<file path="src/rtl/inst_sequencer_pkg.sv">
// Shared definitions for the instruction sequencer: opcodes, field layout,
// memory geometry and FSM state encoding.
package definitions;

    localparam int INST_MEM_DEPTH = 8;
    localparam int INST_MEM_SIZE  = 32;
    localparam int OPCODE_W       = 4;
    localparam int OPERAND_W      = 16;

    typedef enum logic [OPCODE_W-1:0] {
        INST_NOP    = 4'h0,
        INST_MATMUL = 4'h1,
        INST_ACCMOV = 4'h2,
        INST_REPEAT = 4'hE,
        INST_HALT   = 4'hF
    } instruction_type;

    typedef enum logic [2:0] {
        S_IDLE   = 3'd0,
        S_FETCH  = 3'd1,
        S_DECODE = 3'd2,
        S_ISSUE  = 3'd3,
        S_REPEAT = 3'd4,
        S_DONE   = 3'd5
    } seq_state_t;

endpackage

</file>
<file path="src/rtl/inst_sequencer_repeat_counter.sv">
// Loadable down-counter for REPEAT expansion, plus the iteration incrementer.
module repeat_counter #(
    parameter int COUNT_WIDTH = 16
) (
    input  logic                   clk,
    input  logic                   reset,
    input  logic                   load,
    input  logic [COUNT_WIDTH-1:0] load_val,
    input  logic                   dec,
    input  logic [COUNT_WIDTH-1:0] iter,
    output logic                   cnt_zero,
    output logic                   cnt_last,
    output logic [COUNT_WIDTH-1:0] iter_next
);

    logic [COUNT_WIDTH-1:0] cnt;

    always_ff @(posedge clk or negedge reset) begin
        if (!reset) begin
            cnt <= '0;
        end else if (load) begin
            cnt <= load_val;
        end else if (dec && !cnt_zero) begin
            cnt <= cnt - COUNT_WIDTH'(1);
        end
    end

    assign cnt_zero  = (cnt == '0);
    // last = the handshake in flight consumes the final repeat
    assign cnt_last  = (cnt == COUNT_WIDTH'(1));
    assign iter_next = iter + COUNT_WIDTH'(1);

endmodule

</file>
<file path="src/rtl/inst_sequencer.sv">
// Fetches instruction words, expands REPEAT into operand-incrementing reissues,
// and hands instructions to the decoder over a valid/ready handshake.
module inst_sequencer #(
    parameter int INST_MEM_DEPTH = definitions::INST_MEM_DEPTH,
    parameter int INST_MEM_SIZE  = definitions::INST_MEM_SIZE,
    parameter int COUNT_WIDTH    = 16
) (
    input  logic                      clk,
    input  logic                      reset,
    input  logic                      start,
    output logic                      busy,
    output logic                      done,
    output logic                      overflow,
    output logic [INST_MEM_DEPTH-1:0] inst_addr,
    input  logic [INST_MEM_SIZE-1:0]  inst_data,
    output logic                      issue_valid,
    input  logic                      issue_ready,
    output logic [3:0]                issue_opcode,
    output logic [COUNT_WIDTH-1:0]    issue_operand,
    output logic [COUNT_WIDTH-1:0]    issue_iter,
    output logic                      issue_first
);

    import definitions::*;

    seq_state_t             state;
    logic [COUNT_WIDTH-1:0] base_operand;
    logic                   has_base;

    logic [OPCODE_W-1:0]    opc;
    logic [COUNT_WIDTH-1:0] field;
    logic                   hs, last_addr, rep_take, word_done;
    logic                   rc_zero, rc_last;
    logic [COUNT_WIDTH-1:0] iter_next;

    assign opc       = inst_data[INST_MEM_SIZE-1 -: OPCODE_W];
    assign field     = COUNT_WIDTH'(inst_data[OPERAND_W-1:0]);
    assign hs        = issue_valid && issue_ready;
    assign last_addr = &inst_addr;
    // a REPEAT only expands when there is a base to repeat and a nonzero length
    assign rep_take  = (state == S_DECODE) && (opc == INST_REPEAT) && has_base && (field != '0);

    logic unused_bits;
    assign unused_bits = &{1'b0, inst_data[INST_MEM_SIZE-OPCODE_W-1:OPERAND_W], rc_zero};

    repeat_counter #(.COUNT_WIDTH(COUNT_WIDTH)) u_rep (
        .clk       (clk),
        .reset     (reset),
        .load      (rep_take),
        .load_val  (field),
        .dec       ((state == S_REPEAT) && hs),
        .iter      (issue_iter),
        .cnt_zero  (rc_zero),
        .cnt_last  (rc_last),
        .iter_next (iter_next)
    );

    // The current word is fully consumed this cycle: advance or run off the end.
    always_comb begin
        word_done = 1'b0;
        case (state)
            S_DECODE: word_done = (opc == INST_REPEAT) && !rep_take;
            S_ISSUE:  word_done = hs;
            S_REPEAT: word_done = hs && rc_last;
            default:  word_done = 1'b0;
        endcase
    end

    always_ff @(posedge clk or negedge reset) begin
        if (!reset) begin
            state         <= S_IDLE;
            inst_addr     <= '0;
            busy          <= 1'b0;
            done          <= 1'b0;
            overflow      <= 1'b0;
            issue_valid   <= 1'b0;
            issue_opcode  <= '0;
            issue_operand <= '0;
            issue_iter    <= '0;
            issue_first   <= 1'b1;
            base_operand  <= '0;
            has_base      <= 1'b0;
        end else begin
            done <= 1'b0;
            case (state)
                S_IDLE: begin
                    if (start) begin
                        state     <= S_FETCH;
                        inst_addr <= '0;
                        overflow  <= 1'b0;
                        busy      <= 1'b1;
                        has_base  <= 1'b0;
                    end
                end
                S_FETCH: state <= S_DECODE;
                S_DECODE: begin
                    if (opc == INST_HALT) begin
                        state <= S_DONE;
                        done  <= 1'b1;
                        busy  <= 1'b0;
                    end else if (rep_take) begin
                        state         <= S_REPEAT;
                        issue_valid   <= 1'b1;
                        issue_iter    <= iter_next;
                        issue_operand <= base_operand + iter_next;
                        issue_first   <= (iter_next == '0);
                    end else if (opc != INST_REPEAT) begin
                        state         <= S_ISSUE;
                        issue_valid   <= 1'b1;
                        issue_opcode  <= opc;
                        issue_operand <= field;
                        issue_iter    <= '0;
                        issue_first   <= 1'b1;
                        base_operand  <= field;
                        has_base      <= 1'b1;
                    end
                end
                S_ISSUE: begin
                    if (hs) issue_valid <= 1'b0;
                end
                S_REPEAT: begin
                    if (hs) begin
                        if (rc_last) begin
                            issue_valid <= 1'b0;
                        end else begin
                            issue_iter    <= iter_next;
                            issue_operand <= base_operand + iter_next;
                            issue_first   <= (iter_next == '0);
                        end
                    end
                end
                S_DONE:  state <= S_IDLE;
                default: state <= S_IDLE;
            endcase

            if (word_done) begin
                if (last_addr) begin
                    overflow <= 1'b1;
                    done     <= 1'b1;
                    busy     <= 1'b0;
                    state    <= S_DONE;
                end else begin
                    inst_addr <= inst_addr + 1'b1;
                    state     <= S_FETCH;
                end
            end
        end
    end

endmodule

</file>
<file path="config.mk">
export PLATFORM = sky130hd
export DESIGN_NAME = inst_sequencer
export DESIGN_NICKNAME = d
export VERILOG_FILES = /design/src/rtl/inst_sequencer_pkg.sv /design/src/rtl/inst_sequencer_repeat_counter.sv /design/src/rtl/inst_sequencer.sv
export SDC_FILE = /design/constraint.sdc
export NUM_CORES = 1
export LEC_CHECK = 0
export BUFFER_PORTS_ARGS = -buffer_cell sky130_fd_sc_hd__buf_2
export CAP_MARGIN = 10
export CORE_ASPECT_RATIO = 1.75
export CORE_UTILIZATION = 55
export CTS_BUF_LIST = sky130_fd_sc_hd__clkbuf_2
export CTS_CLUSTER_DIAMETER = 40
export DETAILED_ROUTE_END_ITERATION = 10
export PLACE_DENSITY = 0.82
export SLEW_MARGIN = 10
export SYNTH_ARGS = -nofsm -noshare
export SYNTH_HDL_FRONTEND = slang
export SYNTH_SLANG_ARGS = --single-unit
</file>
<file path="constraint.sdc">
create_clock -name clk -period 7.1 [get_ports clk]
set_clock_uncertainty 0.1 [all_clocks]
set_input_delay 1.42 -clock clk [delete_from_list [all_inputs] [get_ports clk]]
set_output_delay 1.42 -clock clk [all_outputs]
set_load 0.03 [all_outputs]
</file>
Word level (Yosys, flattened, before mapping) --
Index checks and enable logic that the tools add are counted.
Word-level totals: bits of input ports 36, output and inout bits 49, flip-flop bits (word level) 85
Cells by class: reductions and logical operators 25, bitwise gates (word level) 2, multiplexer cells 55, equality and inequality tests 20, add/subtract/negate cells 4
Operator list (count):
- 2-to-1 mux 16 bit | 12
- one-hot mux 16 bit (2 select lines) | 2
- zero test 16 bit | 2
- 2-to-1 mux 8 bit | 4
- 2-to-1 mux 1 bit | 25
- 2-to-1 mux 3 bit | 6
- adder 16 x 1 -> 16 bit (second input constant) | 1
- adder 16 bit | 1
- == test 16 x 1 -> 1 bit (second input constant) | 1
- nonzero test 16 bit | 1
- subtractor 16 x 1 -> 16 bit (second input constant) | 1
- inequality test 2 bit (second input constant) | 7
- one-hot mux 3 bit (4 select lines) | 1
- AND reduction 5 bit | 2
- adder 8 x 1 -> 8 bit (second input constant) | 1
- == test 4 bit (second input constant) | 2
- logical AND 1 bit | 8
- AND reduction 8 bit | 1
- == test 3 x 2 -> 1 bit (second input constant) | 2
- one-hot mux 1 bit (2 select lines) | 3
- one-hot mux 1 bit (3 select lines) | 2
- AND reduction 6 bit | 1
- nonzero test 2 bit | 3
- inequality test 5 x 3 -> 1 bit (second input constant) | 1
- 13 further kinds | 16

Logic depth before layout (Yosys ltp) --
depth in word-level cells 9, gate-level depth with buffers 13

By module --
A second synthesis with hierarchy kept.
Second synthesis, totals: cells, all modules 578, area total of the unflattened synthesis 5086.1 um2
By module, submodules not included:
- inst_sequencer | area an instance 3818.7 um2, cells an instance 427, times used 1
- repeat_counter | area an instance 1267.5 um2, cells an instance 151, times used 1

Least setup slack after synthesis --
Ideal clock, no wire load.
path kind reg2reg, start register issue_iter[1], end register issue_operand[15], arrival time 3.017 ns, cell stages (with the launch flop) 12, data required time 6.859 ns, path slack 3.842 ns, path through dfrtp_1 > ha_1 > nand3_1 > nor3_1 > nand3_1 > xnor2_1 > ha_1 > a21oi_1 > o221a_2 > or2_2 > a221oi_1 > a31oi_1
Between the ends: cells in the longest elaborated chain, start to end 5
RTL lines:
- start, declared | line inst_sequencer.sv:20 | output logic [COUNT_WIDTH-1:0] issue_iter,
- start signal, assigned | line inst_sequencer.sv:104 | issue_iter <= iter_next;
- start signal, assigned | line inst_sequencer.sv:126 | issue_iter <= iter_next;
- adder 16 x 1 -> 16 bit * | line inst_sequencer_repeat_counter.sv:31 | assign iter_next = iter + COUNT_WIDTH'(1);
- adder 16 bit * | line inst_sequencer.sv:105, inst_sequencer.sv:127
- 2-to-1 mux 16 bit (on tied branches) | line inst_sequencer.sv:123, inst_sequencer.sv:101
- 2-to-1 mux 16 bit (on tied branches) | line inst_sequencer.sv:122, inst_sequencer.sv:97
- one-hot mux 16 bit (2 select lines) * | line inst_sequencer.sv:85 | case (state)
- end signal, assigned | line inst_sequencer.sv:105 | issue_operand <= base_operand + iter_next;
- end signal, assigned | line inst_sequencer.sv:111 | issue_operand <= field;
- end signal, assigned | line inst_sequencer.sv:127 | issue_operand <= base_operand + iter_next;
- end, declared | line inst_sequencer.sv:19 | output logic [COUNT_WIDTH-1:0] issue_operand,
Every way passes the cells marked *; elsewhere a longest branch is shown, timed or not. The select of a mux whose other input is x is not followed. A chain may end at the register's enable or synchronous reset.

Final worst setup path --
start register issue_iter[2], end register issue_operand[15]
Same word-level chain as after synthesis.

==> key figures <==
Run status
  – Status: finished clean

Global routing
  – First-pass GRT wire length: roughly 21,000 um
  – Antenna violations before repair: 1
  – Total grt overflow: 0
  – Largest net degree at the start of global routing: between 80 and 90
  – Met3 GRT Util: roughly 5.7%
  – GRT met2 Usage: 51.42%
  – GR peak layer: met2
  – Vias in the first global route: ~4,600
  – Total track usage: between 20 and 30%
  – GRT met1 Usage: around 31%

STA
  – Final number of setup-violating endpoints: 0
  – Pins Over Slew Limit: 0
  – Worst-Margin Slew: 1.166 ns
  – Tcrit/Tclk final: between 50 and 60%
  – Setup TNS: 0 ns
  – Fmax: 262.6 MHz
  – RSZ-0062 raised after global routing: no
  – Max transition margin: 22.25%
  – Fin. Hold Viols: 0
  – Final worst path period need: between 3 and 4 ns

Worst setup path
  – Highest net fanout along the worst path: 11
  – Critical Path Source: issue_iter[2]
  – Slowest stage delay, CP: approximately 0.60 ns
  – Crit end category: flip-flop
  – CP startpoint kind: flip-flop
  – Critical path class: reg2reg
  – Req. time, crit path: approximately 7.5 ns
  – Reg-to-Reg Start: issue_iter[2]
  – Worst-path cell chain: nand4_1, nor2_1, and3_1, xor2_1, ha_1, a21o_1, a21oi_1, o221a_2, or2_2, a221oi_1, a31oi_1
  – FF-to-FF End: issue_operand[15]
  – Reg2reg path depth: 11
  – Critical Path End: issue_operand[15]
  – CP Data Arrival Time: 4.22 ns
  – Worst R2R Setup Slack: approximately 3.3 ns
  – Slowest-stage cell, CP: dfrtp_1

Yosys
  – Ranking of synthesized cells by area: dfrtp_1 (40%), ha_1 (6.0%), nand2_1 (5.4%)
  – Ys async rst share: 100.0%
  – Yosys cell types: 70
  – Synth Instances: 575
  – Synthesis-stage register bit count: 85
  – Cell Area, Synth: 0.005230 mm^2
  – Post-Syn Nets: ~640
  – Yosys top cell by area: dfrtp_1
  – Ys Warns: 0
  – Main flop type after synthesis: dfrtp_1
  – Sequential area share after synthesis: around two fifths
  – Post-synth top area share: between 40% and 50%
  – Avg Inst Size Synth: ~9.1 um^2
  – Post-synth EDFFs: 0

Clock network
  – Clk sinks: 85
  – TritonCTS clock tree: done
  – Clock transition at path regs: roughly 0.27 ns
  – CTS root buf: clkbuf_2
  – # hold bufs at CTS: 0
  – CTS H-tree depth: 3
  – # resized after CTS: 0
  – CTS Buf Count: 9
  – Later-pin clock latency in the skew report: about 0.61 ns
  – Setup Buffers After CTS: 0
  – Deepest clock path buffer count: 2

Power
  – Switch share: between 40% and 50%
  – Leak: 2.546 nW
  – Cell-internal power: about 1.2 mW
  – Net switching power: just over 1 mW
  – PwrDens: around 390 mW/mm^2
  – Worst IR Drop VDD: 234.8 uV
  – Seq pwr share: 36.8%
  – Clock network power share: ~15%
  – Combinational share of power: just under 50%

Route
  – Routed vias: roughly 4,700
  – Drt first pass iters: 5
  – WL final: 13,450 um
  – Drt drc: 0
  – Antenna-violating nets left: 0
  – Vias per cell: about 6.2
  – Routed len/inst: between 15 and 20 um
  – DR iter-0 viols: roughly 310

Finish
  – Nets: 694
  – Ratio of cells with drive above 1 in the final layout: 18.84%
  – Layout area overhead: 10.19%
  – Most frequent cells in the layout: dfrtp_1 (84), nand2_1 (75), buf_2 (71)
  – Final cell count without fillers: roughly 760
  – Most common cell after layout, fill and taps aside: dfrtp_1
  – Fill cells: 786

Floorplan
  – Rows: 46
  – Die Wd: between 70 and 80 um
  – Initial Utilization: 57.15%
  – Die area: roughly 0.0099 mm^2
  – Die H: 131 um
  – Core area: approximately 0.0092 mm^2
  – I/O Pins: 85

Hold path
  – Worst Hold Class: reg2reg
  – Worst Hold Depth: 2

Placed design
  – Hpwl dp: between 9000 and 10,000 um
  – Gp weighted congestion: approximately 0.9
  – Dpl cells: around 740
  – IO buf count: 72

Job
  – Max cap viols: 0
state kept, by name, summed over array words and instances, names as in the netlist, 3 cells and up:
signal         cells
state              3
issue_opcode       4
issue_iter        16
base_operand      16
inst_addr          8
u_rep.cnt         16
issue_operand     16
worst min path at each step:
stage | startpoint | endpoint | slack, ns
detailed placement | overflow | overflow | 0.37
global route | overflow | overflow | 0.45
global placement | overflow | overflow | 0.36
finish | overflow | overflow | 0.42
floorplan | u_rep.cnt[11] | u_rep.cnt[11] | 0.37
CTS | overflow | overflow | 0.42
synth_stat cells, types with 8 or more instances:
library cell / count
a21o_1: 8
a21oi_1: 25
a31oi_1: 14
and3_1: 9
buf_2: 16
dfrtp_1: 84
ha_1: 25
inv_1: 15
mux2_2: 17
nand2_1: 75
nand3_1: 29
nand4_1: 8
nor2_1: 46
nor3_1: 15
nor4_1: 13
o211ai_1: 11
o21ai_0: 51
o31ai_1: 8
xnor2_1: 21
xor2_1: 9
cell families after synthesis:
logic type | synth area share [%]
and+or+nand+nor | 20.48
AOI/OAI and AO/OA | 19.16
DFF | 40.69
buffers and inverters | 4.186
xor gates and xnor gates | 5.455
adders and majority gates | 6.364
muxes | 3.660
stage by stage:
| step | power (mW) | worst slack (ns) | instance area [um^2] | utilization [%] | hold WS (ns) |
|---|---|---|---|---|---|
| final | 2.273 | 3.292 | 5763 | 62.98 | 0.4159 |
| after global routing | 2.427 | 3.093 | 5763 | 62.98 | 0.4491 |
| after CTS | 2.266 | 3.414 | 5761 | 62.95 | 0.4192 |
| after detailed placement | 1.938 | 2.759 | 5602 | 61.21 | 0.3662 |
| after global placement | 1.884 | 2.802 | 5602 | 61.21 | 0.3603 |
| after floorplan | 1.642 | 3.842 | 5230 | - | 0.3683 |
critical path: cells and delay by family (launching register included):
kind / cells / cell delay (ns)
compound gates: 5 / 1.00
xor+xnor: 1 / 0.42
fa+ha+maj: 1 / 0.31
flops: 1 / 0.60
simple gates: 4 / 1.28
area by class of cell:
cell class | count | area, um^2 | area share, %
Inverter | 15 | 56.30 | 0.9770
Sequential cell | 85 | 2128 | 36.93
Tap cell | 120 | 150.1 | 2.605
Timing Repair Buffer | 73 | 370.4 | 6.426
Clock inverter | 7 | 113.9 | 1.976
Antenna cell | 1 | 2.502 | 0.04342
Multi-Input combinational cell | 448 | 2897 | 50.26
Clock buffer | 9 | 45.04 | 0.7816
power groups by stage:
| stage | sequential (mW) | clock (mW) | combinational, mW |
|---|---|---|---|
| 5_1_grt | 0.861 | 0.353 | 1.21 |
| 3_5_place_dp | 0.842 | 0 | 1.10 |
| 4_1_cts | 0.831 | 0.333 | 1.10 |
| 3_3_place_gp | 0.830 | 0 | 1.05 |
| 2_1_floorplan | 0.975 | 0 | 0.668 |
| 6_report | 0.837 | 0.331 | 1.10 |
routing by layer:
metal,vias up,part of all wire (%),routed length (um)
met2,158,54,7291
met5,-,0,0
met3,44,4.3,580
li1,2225,-,-
met4,0,4.0,541
met1,2288,37,5040
No activity file was read; power rests on OpenSTA's default activity.
